### config.mk
export PLATFORM = sky130hd
export DESIGN_NAME = arcade_input_ctrl
export DESIGN_NICKNAME = d
export VERILOG_FILES = /design/src/rtl/arcade_input_pkg.sv /design/src/rtl/coin_pulser.sv /design/src/rtl/arcade_input_ctrl.sv
export SDC_FILE = /design/constraint.sdc
export NUM_CORES = 1
export LEC_CHECK = 0
export CAP_MARGIN = 15
export CORE_ASPECT_RATIO = 0.75
export CORE_MARGIN = 1.5
export CORE_UTILIZATION = 65
export CTS_BUF_LIST = sky130_fd_sc_hd__clkbuf_4
export DETAILED_ROUTE_END_ITERATION = 10
export DONT_BUFFER_PORTS = 1
export PLACE_DENSITY = 0.82
export SLEW_MARGIN = 10
export SYNTH_ARGS = -nofsm -noshare
export SYNTH_HDL_FRONTEND = slang
export SYNTH_SLANG_ARGS = --single-unit
### constraint.sdc
create_clock -name clk_sys -period 2.8 [get_ports clk_sys]
set_input_delay 0.42 -clock clk_sys [delete_from_list [all_inputs] [get_ports clk_sys]]
set_output_delay 0.42 -clock clk_sys [all_outputs]
set_load 0.005 [all_outputs]
### src/rtl/arcade_input_pkg.sv
// Shared constants and helpers for the arcade keyboard/joystick input controller.
package arcade_input_pkg;

  // Screen rotation applied to the direction bits
  typedef enum logic [1:0] {
    ROT_NONE = 2'd0,
    ROT_CW   = 2'd1,
    ROT_180  = 2'd2,
    ROT_CCW  = 2'd3
  } rot_e;

  // Coin pulse sequencer states
  typedef enum logic [1:0] {
    IDLE  = 2'd0,
    PULSE = 2'd1,
    HOLD  = 2'd2
  } coin_st_e;

  // Bit positions inside one player's 6-bit button group
  localparam int unsigned BTN_UP    = 0;
  localparam int unsigned BTN_DOWN  = 1;
  localparam int unsigned BTN_LEFT  = 2;
  localparam int unsigned BTN_RIGHT = 3;
  localparam int unsigned BTN_FIRE  = 4;
  localparam int unsigned BTN_START = 5;

  // Bit positions inside an HPS joystick word
  localparam int unsigned JOY_RIGHT = 0;
  localparam int unsigned JOY_LEFT  = 1;
  localparam int unsigned JOY_DOWN  = 2;
  localparam int unsigned JOY_UP    = 3;
  localparam int unsigned JOY_FIRE  = 4;
  localparam int unsigned JOY_START = 5;
  localparam int unsigned JOY_COIN  = 7;

  // Index of each key-state flop
  localparam int unsigned K1_UP     = 0;
  localparam int unsigned K1_DOWN   = 1;
  localparam int unsigned K1_LEFT   = 2;
  localparam int unsigned K1_RIGHT  = 3;
  localparam int unsigned K1_FIRE_A = 4;
  localparam int unsigned K1_FIRE_B = 5;
  localparam int unsigned K1_START  = 6;
  localparam int unsigned K1_COIN   = 7;
  localparam int unsigned K2_UP     = 8;
  localparam int unsigned K2_DOWN   = 9;
  localparam int unsigned K2_LEFT   = 10;
  localparam int unsigned K2_RIGHT  = 11;
  localparam int unsigned K2_FIRE   = 12;
  localparam int unsigned K2_START  = 13;
  localparam int unsigned K2_COIN   = 14;
  localparam int unsigned NUM_KEYS  = 15;

  // Player-1 arrows match on the low byte only (extended flag ignored)
  localparam logic [7:0] SC_ARROW_UP    = 8'h75;
  localparam logic [7:0] SC_ARROW_DOWN  = 8'h72;
  localparam logic [7:0] SC_ARROW_LEFT  = 8'h6B;
  localparam logic [7:0] SC_ARROW_RIGHT = 8'h74;
  localparam logic [8:0] SC_P1_FIRE_A   = 9'h029;
  localparam logic [8:0] SC_P1_FIRE_B   = 9'h014;
  localparam logic [8:0] SC_P1_START    = 9'h005;
  localparam logic [8:0] SC_P1_COIN     = 9'h02E;
  localparam logic [8:0] SC_P2_UP       = 9'h02D;
  localparam logic [8:0] SC_P2_DOWN     = 9'h02B;
  localparam logic [8:0] SC_P2_LEFT     = 9'h023;
  localparam logic [8:0] SC_P2_RIGHT    = 9'h034;
  localparam logic [8:0] SC_P2_FIRE     = 9'h01C;
  localparam logic [8:0] SC_P2_START    = 9'h006;
  localparam logic [8:0] SC_P2_COIN     = 9'h036;

  // Remap directions {right, left, down, up} for the given screen rotation
  function automatic logic [3:0] rot_dirs(input logic [3:0] d, input rot_e rot);
    logic [3:0] o;
    case (rot)
      ROT_CW:  o = {d[0], d[1], d[3], d[2]};
      ROT_180: o = {d[2], d[3], d[0], d[1]};
      ROT_CCW: o = {d[1], d[0], d[2], d[3]};
      default: o = d;
    endcase
    return o;
  endfunction

  // Rotate directions and gate fire; start passes through
  function automatic logic [5:0] shape_btn(input logic [5:0] raw, input rot_e rot,
                                           input logic fire_gate);
    logic [5:0] s;
    s = raw;
    s[3:0] = rot_dirs(raw[3:0], rot);
    s[BTN_FIRE] = raw[BTN_FIRE] & fire_gate;
    return s;
  endfunction

endpackage

### src/rtl/coin_pulser.sv
// Turns the rising edge of a coin request into a fixed-width pulse followed by an equal hold-off.
module coin_pulser
  import arcade_input_pkg::*;
#(
  parameter logic [15:0] COIN_PULSE = 16'd3000
) (
  input  logic clk_sys,
  input  logic reset,
  input  logic req,
  output logic pulse
);

  coin_st_e    state;
  logic [15:0] cnt;
  logic        req_q;

  // Edge register reloads even in reset so a request held across release never fires
  always_ff @(posedge clk_sys) begin
    req_q <= req;
    if (reset) begin
      state <= IDLE;
      cnt   <= '0;
      pulse <= 1'b0;
    end else begin
      case (state)
        IDLE: begin
          if (req && !req_q) begin
            state <= PULSE;
            cnt   <= COIN_PULSE - 16'd1;
            pulse <= 1'b1;
          end
        end
        PULSE: begin
          if (cnt == '0) begin
            state <= HOLD;
            cnt   <= COIN_PULSE - 16'd1;
            pulse <= 1'b0;
          end else begin
            cnt <= cnt - 16'd1;
          end
        end
        HOLD: begin
          if (cnt == '0) begin
            state <= IDLE;
          end else begin
            cnt <= cnt - 16'd1;
          end
        end
        default: begin
          state <= IDLE;
          cnt   <= '0;
          pulse <= 1'b0;
        end
      endcase
    end
  end

endmodule

### src/rtl/arcade_input_ctrl.sv
// Keyboard/joystick input controller: ps2_key decode, joystick merge, rotation, autofire, coin pulse.
module arcade_input_ctrl
  import arcade_input_pkg::*;
#(
  parameter int          PLAYERS         = 2,
  parameter logic [15:0] COIN_PULSE      = 16'd3000,
  parameter logic [3:0]  AUTOFIRE_FRAMES = 4'd3,
  parameter bit          ACTIVE_LOW      = 1'b1
) (
  input  logic                   clk_sys,
  input  logic                   reset,
  input  logic [64:0]            ps2_key,
  input  logic [15:0]            joystick_0,
  input  logic [15:0]            joystick_1,
  input  logic [1:0]             rotate,
  input  logic                   autofire_en,
  input  logic                   vblank,
  output logic [6*PLAYERS-1:0]   btn_o,
  output logic                   coin_o
);

  localparam int BW = 6 * PLAYERS;

  logic                pressed;
  logic                extended;
  logic [8:0]          code;
  logic [NUM_KEYS-1:0] key_hit;
  logic [NUM_KEYS-1:0] keys;
  logic                tog;
  logic [5:0]          raw1;
  logic [5:0]          raw2;
  logic [BW-1:0]       btn_n;
  logic                coin_req;
  logic                coin_pulse;
  logic                vblank_q;
  logic [3:0]          af_cnt;
  logic                af_phase;
  logic                fire_gate;
  rot_e                rot;
  logic                unused_joy;

  assign unused_joy = &{joystick_0[15:8], joystick_0[6], joystick_1[15:8], joystick_1[6]};
  assign rot = rot_e'(rotate);

  // Decode the current ps2_key word into a 9-bit code and the keys it matches
  always_comb begin
    pressed  = (ps2_key[15:8] != 8'hF0);
    extended = pressed ? (ps2_key[15:8] == 8'hE0) : (ps2_key[23:16] == 8'hE0);
    code     = (|ps2_key[63:24]) ? '0 : {extended, ps2_key[7:0]};
    key_hit  = '0;
    key_hit[K1_UP]     = (code[7:0] == SC_ARROW_UP);
    key_hit[K1_DOWN]   = (code[7:0] == SC_ARROW_DOWN);
    key_hit[K1_LEFT]   = (code[7:0] == SC_ARROW_LEFT);
    key_hit[K1_RIGHT]  = (code[7:0] == SC_ARROW_RIGHT);
    key_hit[K1_FIRE_A] = (code == SC_P1_FIRE_A);
    key_hit[K1_FIRE_B] = (code == SC_P1_FIRE_B);
    key_hit[K1_START]  = (code == SC_P1_START);
    key_hit[K1_COIN]   = (code == SC_P1_COIN);
    key_hit[K2_UP]     = (code == SC_P2_UP);
    key_hit[K2_DOWN]   = (code == SC_P2_DOWN);
    key_hit[K2_LEFT]   = (code == SC_P2_LEFT);
    key_hit[K2_RIGHT]  = (code == SC_P2_RIGHT);
    key_hit[K2_FIRE]   = (code == SC_P2_FIRE);
    key_hit[K2_START]  = (code == SC_P2_START);
    key_hit[K2_COIN]   = (code == SC_P2_COIN);
  end

  // Key-state flops update on each toggle flip; toggle register tracks input through reset
  always_ff @(posedge clk_sys) begin
    tog <= ps2_key[64];
    if (reset) begin
      keys <= '0;
    end else if (ps2_key[64] != tog) begin
      for (int unsigned i = 0; i < NUM_KEYS; i++) begin
        if (key_hit[i]) keys[i] <= pressed;
      end
    end
  end

  // Per-player raw button state: key state OR joystick bit
  always_comb begin
    raw1 = '0;
    raw2 = '0;
    raw1[BTN_UP]    = keys[K1_UP]    | joystick_0[JOY_UP];
    raw1[BTN_DOWN]  = keys[K1_DOWN]  | joystick_0[JOY_DOWN];
    raw1[BTN_LEFT]  = keys[K1_LEFT]  | joystick_0[JOY_LEFT];
    raw1[BTN_RIGHT] = keys[K1_RIGHT] | joystick_0[JOY_RIGHT];
    raw1[BTN_FIRE]  = keys[K1_FIRE_A] | keys[K1_FIRE_B] | joystick_0[JOY_FIRE];
    raw1[BTN_START] = keys[K1_START] | joystick_0[JOY_START];
    raw2[BTN_UP]    = keys[K2_UP]    | joystick_1[JOY_UP];
    raw2[BTN_DOWN]  = keys[K2_DOWN]  | joystick_1[JOY_DOWN];
    raw2[BTN_LEFT]  = keys[K2_LEFT]  | joystick_1[JOY_LEFT];
    raw2[BTN_RIGHT] = keys[K2_RIGHT] | joystick_1[JOY_RIGHT];
    raw2[BTN_FIRE]  = keys[K2_FIRE]  | joystick_1[JOY_FIRE];
    raw2[BTN_START] = keys[K2_START] | joystick_1[JOY_START];
    coin_req = keys[K1_COIN] | keys[K2_COIN] | keys[K1_START] | keys[K2_START]
             | joystick_0[JOY_COIN] | joystick_1[JOY_COIN]
             | joystick_0[JOY_START] | joystick_1[JOY_START];
  end

  // Frame-locked autofire phase, held high and reset to frame 0 while disabled
  always_ff @(posedge clk_sys) begin
    vblank_q <= vblank;
    if (reset || !autofire_en) begin
      af_cnt   <= '0;
      af_phase <= 1'b1;
    end else if (vblank && !vblank_q) begin
      if (af_cnt == AUTOFIRE_FRAMES - 4'd1) begin
        af_cnt   <= '0;
        af_phase <= ~af_phase;
      end else begin
        af_cnt <= af_cnt + 4'd1;
      end
    end
  end

  // Gate directly on the enable so disabling autofire releases fire on the next output edge
  assign fire_gate = af_phase | ~autofire_en;

  if (PLAYERS == 1) begin : g_one
    assign btn_n = shape_btn(raw1 | raw2, rot, fire_gate);
  end else begin : g_two
    assign btn_n = {shape_btn(raw2, rot, fire_gate), shape_btn(raw1, rot, fire_gate)};
  end

  coin_pulser #(
    .COIN_PULSE(COIN_PULSE)
  ) u_coin (
    .clk_sys(clk_sys),
    .reset  (reset),
    .req    (coin_req),
    .pulse  (coin_pulse)
  );

  // Registered outputs with optional active-low polarity
  always_ff @(posedge clk_sys) begin
    if (reset) begin
      btn_o  <= {BW{ACTIVE_LOW}};
      coin_o <= ACTIVE_LOW;
    end else begin
      btn_o  <= btn_n ^ {BW{ACTIVE_LOW}};
      coin_o <= coin_pulse ^ ACTIVE_LOW;
    end
  end

endmodule
---- Yosys cells after proc, flatten, opt, wreduce, memory -nomap -nowiden ----
Cells that the tools add are included.
W data, S select, Z words.
storage, ports and cells
  input bits .............................. 103
  word-level logic and storage cells ...... 128
  register bits ........................... 55
operators by class
  reductions and logical operators ........ 28
  equality and inequality tests ........... 29
  add/sub/neg operators ................... 2
  multiplexer cells ....................... 16
  bitwise operators ....................... 28
operators with widths
  cell                     number
  $eq A9 B6 Y1 const B     7
  $mux W16                 3
  $pmux W16 S3             1
  $reduce_or A40 Y1        1
  $reduce_and A2 Y1        17
  $eq A8 B7 Y1 const B     4
  $pmux W4 S3              2
  $or A1 B1 Y1             21
  $eq A9 B3 Y1 const B     2
  $eq A9 B5 Y1 const B     2
  $eq A8 B8 Y1 const B     2
  $logic_not A16 Y1        1
  $sub A16 B1 Y16 const B  1
  $not A12 Y12             1
  $mux W9                  1
  $ne A8 B8 Y1 const B     1
  $eq A2 B2 Y1 const B     3
  $mux W2                  3
  $ne A2 B1 Y1 const B     3
  $pmux W2 S3              1
  $reduce_and A3 Y1        2
  $add A4 B1 Y4 const B    1
  $eq A2 B1 Y1 const B     2
  $eq A4 B2 Y1 const B     1
  other kinds (11)         20

---- Logic depth before layout (Yosys ltp) ----
Gate-level depths: netlist of the first run.
  depth after elaboration ................. 10
  depth in mapped cells ................... 9
  gate-level depth less buffers ........... 7

---- Modules after synthesis ----
From an unflattened synthesis of the first run, not the netlist that was laid out.
unflattened totals
  cell total of the unflattened synthesis .. 333
  area, all modules ....................... 2,997.9 um2
modules (own cells, without submodules)
  module             instances  area each (um2)  cells each
  arcade_input_ctrl  1          1,757.9          195
  coin_pulser        1          1,239.9          138

---- Least setup slack after synthesis of the first run ----
Ideal clock, no wire load.
  path kind ............................... flip-flop to flip-flop
  start ................................... reg u_coin.cnt[0]
  end ..................................... reg u_coin.cnt[11]
  required time ........................... 2.685 ns
  setup slack ............................. 0.551 ns
  path buffers ............................ 2
  arrival ................................. 2.134 ns
  library setup time ...................... 0.115 ns
  cell stages (with the launch flop) ...... 10
  clock period less this slack ............ 2.249 ns
  cell sequence ........................... dfxtp_1 > inv_1 > ha_1 > or4b_1 > o41a_1 > buf_6 > or3_1 > buf_6 > o21a_1 > o21a_1
between the ends
  longest elaborated chain between the ends .. 3
RTL lines
  item                                                  RTL line           text
  start: declaration                                    coin_pulser.sv:14  logic [15:0] cnt;
  start signal: assignment                              coin_pulser.sv:29  cnt <= COIN_PULSE - 16'd1;
  start signal: assignment                              coin_pulser.sv:36  cnt <= COIN_PULSE - 16'd1;
  start signal: assignment                              coin_pulser.sv:39  cnt <= cnt - 16'd1;
  $sub A16 B1 Y16 or $logic_not A16 Y1 (tied branches)  --
  $mux W16, or another cell as far along                coin_pulser.sv:43  if (cnt == '0) begin
  $pmux W16 S3 or $reduce_and A2 Y1 (tied branches)     --
Several ways; a longest one is shown, not always the timed one. The select of a mux whose other input is x is not followed.
A chain may end at the register's enable or synchronous reset.

---- Worst setup path in the final report of the first run ----
  start ................................... reg u_coin.cnt[0]
  end ..................................... reg u_coin.cnt[9]
The elaborated chain is that of the path after synthesis.

==> results by group, run 1 <==
Clock network
  – Hold Buf Count CTS: 0
  – TritonCTS Buffers: 5
  – Clock Sinks: 55
  – Clk root buf: clkbuf_4
  – # resized after CTS: 0
  – Clk_lat worst skew: approximately 380 ps
  – Post-CTS setup buffers: 0
  – Clock-pin slew on the worst setup and hold paths: 150 ps
  – CTS tree: yes
  – H-tree levels: 2
  – Longest Clk Path Bufs: 2

Die
  – Top Ports: 116
  – Die area: 0.00492 mm^2
  – Core area: 0.00418 mm^2
  – Die X: 80.5 um
  – Initial core utilization: between 70% and 80%
  – Die height: between 60 and 70 um
  – Standard-cell rows: 20

Logic synthesis
  – Synth Net Count: 448
  – Adder-Cell Fraction of Synth Area: 0.854%
  – Yosys warns: 0
  – Register area share after synthesis: 37.6%
  – Post-synthesis mux area share: ~8.5%
  – Top FF cell, synth: dfxtp_1
  – Average cell area after synthesis: 8.54 um^2
  – Cell area after synthesis: 0.00293 mm^2
  – Compound-Gate Fraction of Synth Area: 14.6%
  – Number of synthesized flops with an enable pin: 0
  – Synthesis-stage register bit count: 55
  – Combinational family with the most area after synthesis: simple AND/OR/NAND/NOR gates
  – XOR/XNOR Fraction of Synth Area: 2.99%
  – Simple-gate area share of the yosys netlist: 31.1%
  – Count of cell types in the netlist: 49
  – Async S/R FF share, synth: 0%
  – Mapped Cells: 343

Setup path
  – Launch point of the worst reg-to-reg path: u_coin.cnt[0]$_SDFFE_PP0P_
  – Crit start category: register
  – Crit Reg-Reg Endpoint: u_coin.cnt[9]$_SDFFE_PP0P_
  – Critical Path End Type: register
  – Req. time, crit path: a little over 3000 ps
  – Max FO, Critical Path: 10
  – WS Path Type: reg -> reg
  – Worst reg2reg path depth: 7
  – FF-to-FF setup slack: around 300 ps
  – CP Data Arrival Time: around 2800 ps

Final layout
  – Layout cells sized above 1: a little under 8%
  – Fillers: 335
  – Final Util: 71.6%
  – FF+latch area: ~0.0011 mm^2
  – Nets: between 400 and 500
  – Area grow syn2layout: 2.05%
  – Multi-input gate area: about 0.0017 mm^2
  – ANT cells: 0
  – Non-filler cells, final: 389

Placement
  – Hpwl dp: 4290 um
  – GP Congestion: 0.902
  – Inst Count DP: 381
  – Port buffer count: 0

Power and ir drop
  – Pwr Density: 540 mW/mm^2
  – Peak supply drop: 0.401 mV
  – Leakage: between 1 and 1.5 nW

Drt
  – Post-route ant nets: 0
  – WL final: between 5000 and 6000 um
  – Vias/cell: 6.27
  – Drt drc: 0
  – 1st-pass router iterations: 4
  – Vias: between 2000 and 2500
  – Routed WL per cell: 15.1 um
  – Iter 0 DRT Violations: 202

Timing
  – RSZ-0062 raised after global routing: no
  – Final Hold Viols: 0
  – Post-Route Setup TNS: 0 ps
  – Slew Limit Fails: 0
  – FMAX: 401 MHz
  – Slew margin rel.: 29.6%
  – Fin Clk Skew: 16.7 ps
  – Worst slew pin tran: 1050 ps
  – Setup-failing EPs final: 0
  – Tmin final: 2500 ps
  – Period utilisation layout: between 80% and 90%

Status
  – Status: complete, no violations

GRT
  – Global route overflow: 0
  – GRT Total Usage: roughly 24%
  – Initial antenna violation count: 0
  – Largest net degree at the start of global routing: between 40 and 50
  – First-pass GRT wire length: 9320 um
  – Number of global-route vias before repair: 2095

Min path
  – Hold Startpoint: ps2_key[64]
  – Hold Path Class: in -> reg
  – Hold Path Cell Cnt: 0
  – Worst hold endpoint: tog$_DFF_P_

Job
  – Max Cap Viol: 0
per-layer routing:
layer | up-vias | share of wire (%) | track usage [%]
li1 | 1243 | - | -
met1 | 1107 | 50 | 33.7
met2 | 85 | 43 | 37.6
met3 | 3 | 6.5 | 6.52
met4 | 0 | 0.51 | 5.91
met5 | - | 0 | 0
sequential cells by signal, summed over array words and instances, names as in the netlist, 2 cells and up:
signal	count
u_coin.cnt	16
af_cnt	4
btn_o	12
keys	15
u_coin.state	2
critical path, cell delays in order, from the launching register on:
cell,delay (ps)
dfxtp_1,340
inv_1,140
ha_1,200
or4b_1,460
o41a_1,480
or3_1,480
o21a_1,150
o21a_1,160
cell type report:
class | count | share of cell area, %
clock buffers | 5 | 1.26
clock inverters | 3 | 1.30
inverters | 7 | 0.879
multi-input cells | 262 | 56.9
flip-flops and latches | 55 | 36.8
well taps | 55 | 2.30
repair buffers | 2 | 0.502
cell usage in the layout, fill, tap and decap left out, drive strengths merged, types with 11 or more instances in the layout:
cell type  count
mux2i         25
nor3          23
nand2b        19
dfxtp         55
nor4          15
nand3         11
nor2          32
a21oi         19
nand4         16
Yosys cell counts, types with 4 or more instances:
master / instances / area share (%)
dfxtp_1: 55 / 38
nor2_1: 32 / 4.1
mux2i_1: 25 / 8.5
nor3_1: 23 / 3.9
a21oi_1: 19 / 3.2
nand2b_1: 19 / 4.1
nand4_1: 16 / 3.4
nor4_1: 15 / 3.2
clkbuf_1: 13 / 1.7
nand3_1: 11 / 1.9
nand2_1: 9 / 1.2
or2_2: 9 / 1.9
o21ai_0: 8 / 1.4
xor2_1: 8 / 2.4
inv_1: 7 / 0.90
a31oi_1: 6 / 1.3
nor2b_1: 6 / 1.3
o21a_1: 6 / 1.5
nor3b_1: 5 / 1.3
or3_1: 4 / 0.85
cells by family after synthesis:
| kind of cell | Yosys count |
|---|---|
| adder cells (fa/ha/maj) | 2 |
| XOR/XNOR | 10 |
| flip-flops | 55 |
| AO/OA/AOI/OAI | 63 |
| buffers and inverters | 26 |
| multiplexers | 25 |
| AND/OR/NAND/NOR | 162 |
through the flow:
stage               instance area [um^2]  hold slack (ps)  total power [mW]  setup slack (ps)
floorplan                           2930              384              1.16               551
global placement                    2910              396              1.19               389
detailed placement                  2910              402              1.20               334
CTS                                 2990             44.0              1.62               311
global route                        2990             13.4              1.69               189
finish                              2990             47.4              1.61               305
how the worst max path moves through the flow:
stage,start,depth (start not counted),slack (ps),to
6_report,u_coin.cnt[0]$_SDFFE_PP0P_,7,300,u_coin.cnt[9]$_SDFFE_PP0P_
2_1_floorplan,u_coin.cnt[0]$_SDFFE_PP0P_,9,550,u_coin.cnt[11]$_SDFFE_PP0P_
4_1_cts,u_coin.cnt[0]$_SDFFE_PP0P_,7,310,u_coin.cnt[9]$_SDFFE_PP0P_
3_5_place_dp,u_coin.cnt[0]$_SDFFE_PP0P_,7,330,u_coin.cnt[9]$_SDFFE_PP0P_
3_3_place_gp,u_coin.cnt[0]$_SDFFE_PP0P_,7,390,u_coin.cnt[11]$_SDFFE_PP0P_
5_1_grt,u_coin.cnt[0]$_SDFFE_PP0P_,7,190,u_coin.cnt[9]$_SDFFE_PP0P_
report_power, final:
group | switching, mW | leakage, nW | internal (mW) | total [mW]
registers | 0.0422 | 0.450 | 0.826 | 0.868
logic | 0.178 | 0.655 | 0.143 | 0.321
clock network | 0.241 | 0.0426 | 0.184 | 0.426
No activity file was read; power rests on OpenSTA's default activity.
==> run 2: changes to the inputs <==
CELL_PAD_IN_SITES_DETAIL_PLACEMENT = 0   (was not set)
CELL_PAD_IN_SITES_GLOBAL_PLACEMENT = 2   (was not set)
CORE_UTILIZATION = 35   (was 65)
PLACE_DENSITY = 0.79   (was 0.82)
==> run 2 against run 1 <==
Maximum frequency is 0.25% higher. Global-route usage down 8.3 points. Core utilization shrank 33 points. Clock skew shrank 5.5 ps. Final cell count increased by 14%. Clock power down 9.6%. Sequential power is essentially flat. First-iteration DRC count decreased by 69%. Critical endpoint is now u_coin.cnt[11]$_SDFFE_PP0P_.
==> results by group, run 2 (synthesis gave the netlist of run 1 again) <==
Timing
  – FMAX: 402 MHz (+0.25%)
  – Slew margin rel.: 58.7% (+29 points)
  – Slew Limit Fails: 0 (unchanged)
  – Setup-failing EPs final: 0 (unchanged)
  – Post-Route Setup TNS: 0 ps (unchanged)
  – RSZ-0062 raised after global routing: no
  – Min Hold Slack: 63.2 ps (+15.7 ps)
  – Worst slew pin tran: 618 ps (-432 ps)
  – Fin Clk Skew: 11.2 ps (-5.46 ps)
  – Tmin final: 2490 ps (-6.16 ps)
  – Final Hold Viols: 0 (unchanged)
  – Final worst slack: 311 ps (+6.16 ps)
  – Period utilisation layout: 88.9% (-0.22 points)

Setup path
  – Cell Chain, Critical Path: inv_1, ha_1, or4b_1, o41a_1, or3_1, o21a_1, o21a_1
  – Req. time, crit path: 3130 ps (+40 ps)
  – CP bufs+invs: 1 (unchanged)
  – Crit Reg-Reg Endpoint: u_coin.cnt[11]$_SDFFE_PP0P_
  – Worst reg2reg path depth: 7 (unchanged)
  – Crit-path slowest cell: or3_1
  – Crit path top cell by count: o21a_1
  – Crit start category: register
  – Launch point of the worst reg-to-reg path: u_coin.cnt[0]$_SDFFE_PP0P_
  – FF-to-FF setup slack: 310 ps (about the same)
  – CP top delay family: simple AND/OR/NAND/NOR gates
  – CP Data Arrival Time: 2820 ps (+40 ps)
  – WS Path Type: reg -> reg
  – Critical Path End Type: register
  – CP max stage delay: 490 ps (about the same)
  – Max FO, Critical Path: 10 (unchanged)
  – CP Depth: 7 (unchanged)

Die
  – Top Ports: 116 (unchanged)
  – Standard-cell rows: 28 (+40%)
  – Die area: 0.00894 mm^2 (+81%)
  – Core area: 0.00799 mm^2 (+91%)
  – Die height: 82.2 um (+34%)
  – Die X: 109 um (+35%)
  – Initial core utilization: 36.7% (-33 points)

Drt
  – Post-route ant nets: 0 (unchanged)
  – Vias/cell: 5.43 (-13%)
  – Drt drc: 0 (unchanged)
  – 1st-pass router iterations: 4 (unchanged)
  – Routed WL per cell: 14.9 um (-1.3%)
  – Iter 0 DRT Violations: 63 (-69%)
  – WL final: 6580 um (+12%)
  – Vias: 2404 (-1.4%)

Clock network
  – Clk_lat worst skew: 400 ps (+20 ps)
  – Clk root buf: clkbuf_4
  – Clock-pin slew on the worst setup and hold paths: 170 ps (+20 ps)
  – Longest Clk Path Bufs: 2 (unchanged)
  – # resized after CTS: 0 (unchanged)
  – Clock Sinks: 55 (unchanged)
  – CTS tree: yes
  – TritonCTS Buffers: 5 (unchanged)
  – H-tree levels: 2 (unchanged)

Final layout
  – Final std cell area, no fill: 0.00308 mm^2 (+2.8%)
  – Most flops, register: u_coin.cnt
  – ANT cells: 0 (unchanged)
  – Biggest regs: u_coin.cnt x16, keys x15, btn_o x12
  – Commonest non-fill, non-tap cells in the layout: 55 x dfxtp_1, 32 x nor2_1, 25 x mux2i_1
  – Nets: 442 (+0.91%)
  – Area grow syn2layout: 4.95%
  – Fillers: 818 (+140%)
  – Non-filler cells, final: 443 (+14%)
  – Layout cells sized above 1: 8.58% (+0.80 points)
  – Final Util: 38.5% (-33 points)
  – Number of flip-flops in the largest register: 16 (unchanged)
  – Commonest non-fill, non-tap cell in the layout: dfxtp_1

GRT
  – GRT Total Usage: 15.8% (-8.3 points)
  – First-pass GRT wire length: 11000 um (+18%)
  – Number of global-route vias before repair: 2353 (+12%)
  – Largest net degree at the start of global routing: 41 (unchanged)
  – Initial antenna violation count: 0 (unchanged)
  – Global route overflow: 0 (unchanged)

Power and ir drop
  – Combinational share of power: 20.5% (+0.6 points)
  – Pwr Density: 513 mW/mm^2 (-5.1%)
  – Clk pwr share: 24.4% (-2.0 points)
  – Switching Power: 496 uW (+7.6%)
  – Peak supply drop: 0.235 mV (-41%)
  – Reg power frac: 55.1% (+1.3 points)
  – Leakage: 1.16 nW (+1.0%)
  – Switching Share: 31.5% (+2.9 points)
  – Final Power: 1.58 mW (-2.4%)
  – Internal: 1.08 mW (-6.3%)

Placement
  – Port buffer count: 0 (unchanged)
  – GP Congestion: 0.753 (-17%)
  – Inst Count DP: 433 (+14%)
  – Placed instance area: 0.00299 mm^2 (+2.7%)
  – Hpwl dp: 4920 um (+15%)
  – DP Worst Slack: 322 ps (-11.4 ps)

Min path
  – Hold Path Cell Cnt: 1 (+1)
  – Worst hold endpoint: u_coin.cnt[1]$_SDFFE_PP0P_
  – Hold Path Class: in -> reg
  – Hold Startpoint: reset

Status
  – Status: complete, no violations

Job
  – Max Cap Viol: 0 (unchanged)
==> run 2: worst max-delay path by stage <==
stage                                           from                     endpoint  slack, ps
after floorplan           u_coin.cnt[0]$_SDFFE_PP0P_  u_coin.cnt[11]$_SDFFE_PP0P_        550
after global placement    u_coin.cnt[0]$_SDFFE_PP0P_  u_coin.cnt[11]$_SDFFE_PP0P_        330
after detailed placement  u_coin.cnt[0]$_SDFFE_PP0P_   u_coin.cnt[9]$_SDFFE_PP0P_        320
after CTS                 u_coin.cnt[0]$_SDFFE_PP0P_  u_coin.cnt[11]$_SDFFE_PP0P_        300
after global routing      u_coin.cnt[0]$_SDFFE_PP0P_   u_coin.cnt[7]$_SDFFE_PP0P_        160
final                     u_coin.cnt[0]$_SDFFE_PP0P_  u_coin.cnt[11]$_SDFFE_PP0P_        310
==> run 2: repair_timing <==
action                                 4_1_cts  5_1_grt
hold buffers                                 1        1
endpoints found under the hold margin        1        1
setup buffers                                0        0
==> run 2: final cells by class <==
| class | instances | area, um^2 | share of cell area [%] |
|---|---|---|---|
| Multi-Input combinational cell | 262 | 1700 | 55.4 |
| Clock inverter | 3 | 26.3 | 0.854 |
| Inverter | 7 | 26.3 | 0.854 |
| Sequential cell | 55 | 1100 | 35.8 |
| Timing Repair Buffer | 6 | 50.0 | 1.63 |
| Tap cell | 105 | 131 | 4.27 |
| Clock buffer | 5 | 37.5 | 1.22 |
==> run 2: metal layers <==
metal  vias to the layer above  share of wire, %  routed length (um)  GRT usage (%)
met1                      1090                51                3350           20.7
met3                         8               6.6                 435           5.18
li1                       1255                 -                   -              -
met5                         -                 0                   0              0
met2                        51                41                2700           24.4
met4                         0               1.4                  89           5.79
==> run 2: power by group through the flow <==
| stage | clock [mW] | sequential, mW | combinational [mW] |
|---|---|---|---|
| floorplan | 0 | 0.870 | 0.291 |
| global placement | 0 | 0.886 | 0.320 |
| detailed placement | 0 | 0.885 | 0.321 |
| CTS | 0.415 | 0.869 | 0.323 |
| global route | 0.444 | 0.878 | 0.366 |
| finish | 0.385 | 0.868 | 0.323 |
==> run 2: worst register-to-register path, cell delays in order, from the launching register on <==
cell and delay, ps:
dfxtp_1 350, inv_1 130, ha_1 190, or4b_1 460, o41a_1 480, or3_1 490
o21a_1 160, o21a_1 160
==> run 3: changes to the inputs <==
HOLD_SLACK_MARGIN = 0.1   (was not set)
==> run 3 against run 2 <==
Global-route usage is 0.46 points higher. Count of clock-buffer cells in the layout stayed put. Sequential power hardly changed. Register-to-register slack hardly changed. Combinational power is 3% higher. Routed wire length is 3.1% higher. Maximum frequency is 0.15% lower. Via count is 1.1% higher. Setup slack worse by 3.8 ps. Clock power hardly changed. Largest power group unchanged.
==> results by group, run 3 (synthesis gave the netlist of run 1 again) <==
Timing
  – RSZ-0062 raised after global routing: no
  – Final worst slack: 307 ps (-3.81 ps)
  – Min Hold Slack: 130 ps (+67.3 ps)
  – Slew margin rel.: 52.1% (-6.6 points)
  – FMAX: 401 MHz (-0.15%)
  – Tmin final: 2490 ps (+3.81 ps)
  – Fin Clk Skew: 11.1 ps (-0.113 ps)
  – Period utilisation layout: 89.0% (+0.14 points)
  – Post-Route Setup TNS: 0 ps (unchanged)
  – Slew Limit Fails: 0 (unchanged)
  – Final Hold Viols: 0 (unchanged)
  – Worst slew pin tran: 716 ps (+97.6 ps)
  – Setup-failing EPs final: 0 (unchanged)

Final layout
  – Biggest regs: u_coin.cnt x16, keys x15, btn_o x12
  – Most flops, register: u_coin.cnt
  – FF+latch area: 0.00110 mm^2 (unchanged)
  – Non-filler cells, final: 449 (+1.4%)
  – Final Util: 39.3% (+0.75 points)
  – Commonest non-fill, non-tap cell in the layout: dfxtp_1
  – Fillers: 817 (-0.12%)
  – ANT cells: 0 (unchanged)
  – Multi-input gate area: 0.00170 mm^2 (unchanged)
  – Final std cell area, no fill: 0.00314 mm^2 (+2.0%)
  – Area grow syn2layout: 7.00%
  – Number of flip-flops in the largest register: 16 (unchanged)
  – Nets: 448 (+1.4%)
  – Commonest non-fill, non-tap cells in the layout: 55 x dfxtp_1, 32 x nor2_1, 25 x mux2i_1
  – Layout cells sized above 1: 8.43% (-0.15 points)

Placement
  – Hpwl dp: 4920 um (unchanged)
  – Inst Count DP: 433 (unchanged)
  – Port buffer count: 0 (unchanged)
  – DP Worst Slack: 322 ps (unchanged)
  – GP Congestion: 0.753 (unchanged)
  – Placed instance area: 0.00299 mm^2 (unchanged)

Setup path
  – Crit Reg-Reg Endpoint: u_coin.cnt[11]$_SDFFE_PP0P_
  – Worst reg2reg path depth: 7 (unchanged)
  – Req. time, crit path: 3130 ps (about the same)
  – Crit start category: register
  – Critical Path End Type: register
  – CP top delay family: simple AND/OR/NAND/NOR gates
  – CP Data Arrival Time: 2820 ps (about the same)
  – CP max stage delay: 490 ps (about the same)
  – FF-to-FF setup slack: 310 ps (about the same)
  – Launch point of the worst reg-to-reg path: u_coin.cnt[0]$_SDFFE_PP0P_
  – Crit-path slowest cell: or3_1
  – WS Path Type: reg -> reg
  – CP bufs+invs: 1 (unchanged)
  – Cell Chain, Critical Path: inv_1, ha_1, or4b_1, o41a_1, or3_1, o21a_1, o21a_1
  – Crit path top cell by count: o21a_1
  – Max FO, Critical Path: 10 (unchanged)

Min path
  – Hold Path Class: in -> reg
  – Hold Path Cell Cnt: 2 (+1)
  – Worst hold endpoint: u_coin.req_q$_DFF_P_
  – Hold Startpoint: joystick_0[5]

Status
  – Status: complete, no violations

Die
  – Die height: 82.2 um (unchanged)
  – Initial core utilization: 36.7% (unchanged)
  – Standard-cell rows: 28 (unchanged)
  – Core area: 0.00799 mm^2 (unchanged)
  – Die X: 109 um (unchanged)
  – Top Ports: 116 (unchanged)
  – Die area: 0.00894 mm^2 (unchanged)

GRT
  – Initial antenna violation count: 0 (unchanged)
  – GRT Total Usage: 16.3% (+0.46 points)
  – Number of global-route vias before repair: 2387 (+1.4%)
  – Largest net degree at the start of global routing: 24 (-41%)
  – Global route overflow: 0 (unchanged)
  – First-pass GRT wire length: 11300 um (+2.5%)

Job
  – Max Cap Viol: 0 (unchanged)

Clock network
  – Clk root buf: clkbuf_4
  – H-tree levels: 2 (unchanged)
  – CTS tree: yes
  – Clock Sinks: 55 (unchanged)
  – Clock-pin slew on the worst setup and hold paths: 170 ps (about the same)
  – Longest Clk Path Bufs: 2 (unchanged)
  – Clk_lat worst skew: 400 ps (about the same)
  – TritonCTS Buffers: 5 (unchanged)
  – Post-CTS setup buffers: 0 (unchanged)

Drt
  – Vias: 2430 (+1.1%)
  – Iter 0 DRT Violations: 83 (+32%)
  – WL final: 6790 um (+3.1%)
  – Drt drc: 0 (unchanged)
  – Routed WL per cell: 15.1 um (+1.7%)
  – Vias/cell: 5.41 (-0.27%)
  – 1st-pass router iterations: 4 (unchanged)
  – Post-route ant nets: 0 (unchanged)

Power and ir drop
  – Leakage: 1.18 nW (+2.2%)
  – Internal: 1.09 mW (+0.51%)
  – Switching Power: 503 uW (+1.5%)
  – Switching Share: 31.7% (+0.20 points)
  – Clk pwr share: 24.3% (about the same)
  – Peak supply drop: 0.235 mV (about the same)
  – Combinational share of power: 21.0% (+0.5 points)
  – Reg power frac: 54.6% (-0.5 points)
  – Final Power: 1.59 mW (+0.81%)
  – Pwr Density: 507 mW/mm^2 (-1.1%)
[run 3: cell count changes in the layout (fill, tap and decap cells not counted)]
cell           delta
dlygate4sd3_1     +6
[run 3: layout make-up]
cell class | instances | share of cell area, %
multi-input combinational | 262 | 54.3
sequential | 55 | 35.1
tap | 105 | 4.19
clock inverter | 3 | 0.838
inverter | 7 | 0.838
timing repair buffer | 12 | 3.51
clock buffer | 5 | 1.20
[run 3: routing by layer]
layer | up-vias | wire (um) | global-route usage, %
li1 | 1266 | - | -
met1 | 1108 | 3540 | 21.8
met2 | 48 | 2750 | 24.8
met3 | 8 | 407 | 4.95
met4 | 0 | 89 | 5.92
met5 | - | 0 | 0
[run 3: timing repair]
item,4_1_cts,5_1_grt
hold buffers,7,1
endpoints found under the hold margin,22,1
gates resized for setup,0,0
[run 3: worst max path at each step]
stage	cells after the start	end	slack, ps	start
after floorplan	9	u_coin.cnt[11]$_SDFFE_PP0P_	550	u_coin.cnt[0]$_SDFFE_PP0P_
after global placement	7	u_coin.cnt[11]$_SDFFE_PP0P_	330	u_coin.cnt[0]$_SDFFE_PP0P_
after detailed placement	7	u_coin.cnt[9]$_SDFFE_PP0P_	320	u_coin.cnt[0]$_SDFFE_PP0P_
after CTS	7	u_coin.cnt[11]$_SDFFE_PP0P_	300	u_coin.cnt[0]$_SDFFE_PP0P_
after global routing	7	u_coin.cnt[7]$_SDFFE_PP0P_	160	u_coin.cnt[0]$_SDFFE_PP0P_
final	7	u_coin.cnt[11]$_SDFFE_PP0P_	310	u_coin.cnt[0]$_SDFFE_PP0P_
[run 3: power by group through the flow]
stage	clock network, mW	logic [mW]	registers (mW)
floorplan	0	0.291	0.870
global placement	0	0.320	0.886
detailed placement	0	0.321	0.885
CTS	0.415	0.334	0.869
global route	0.444	0.378	0.878
finish	0.387	0.334	0.868
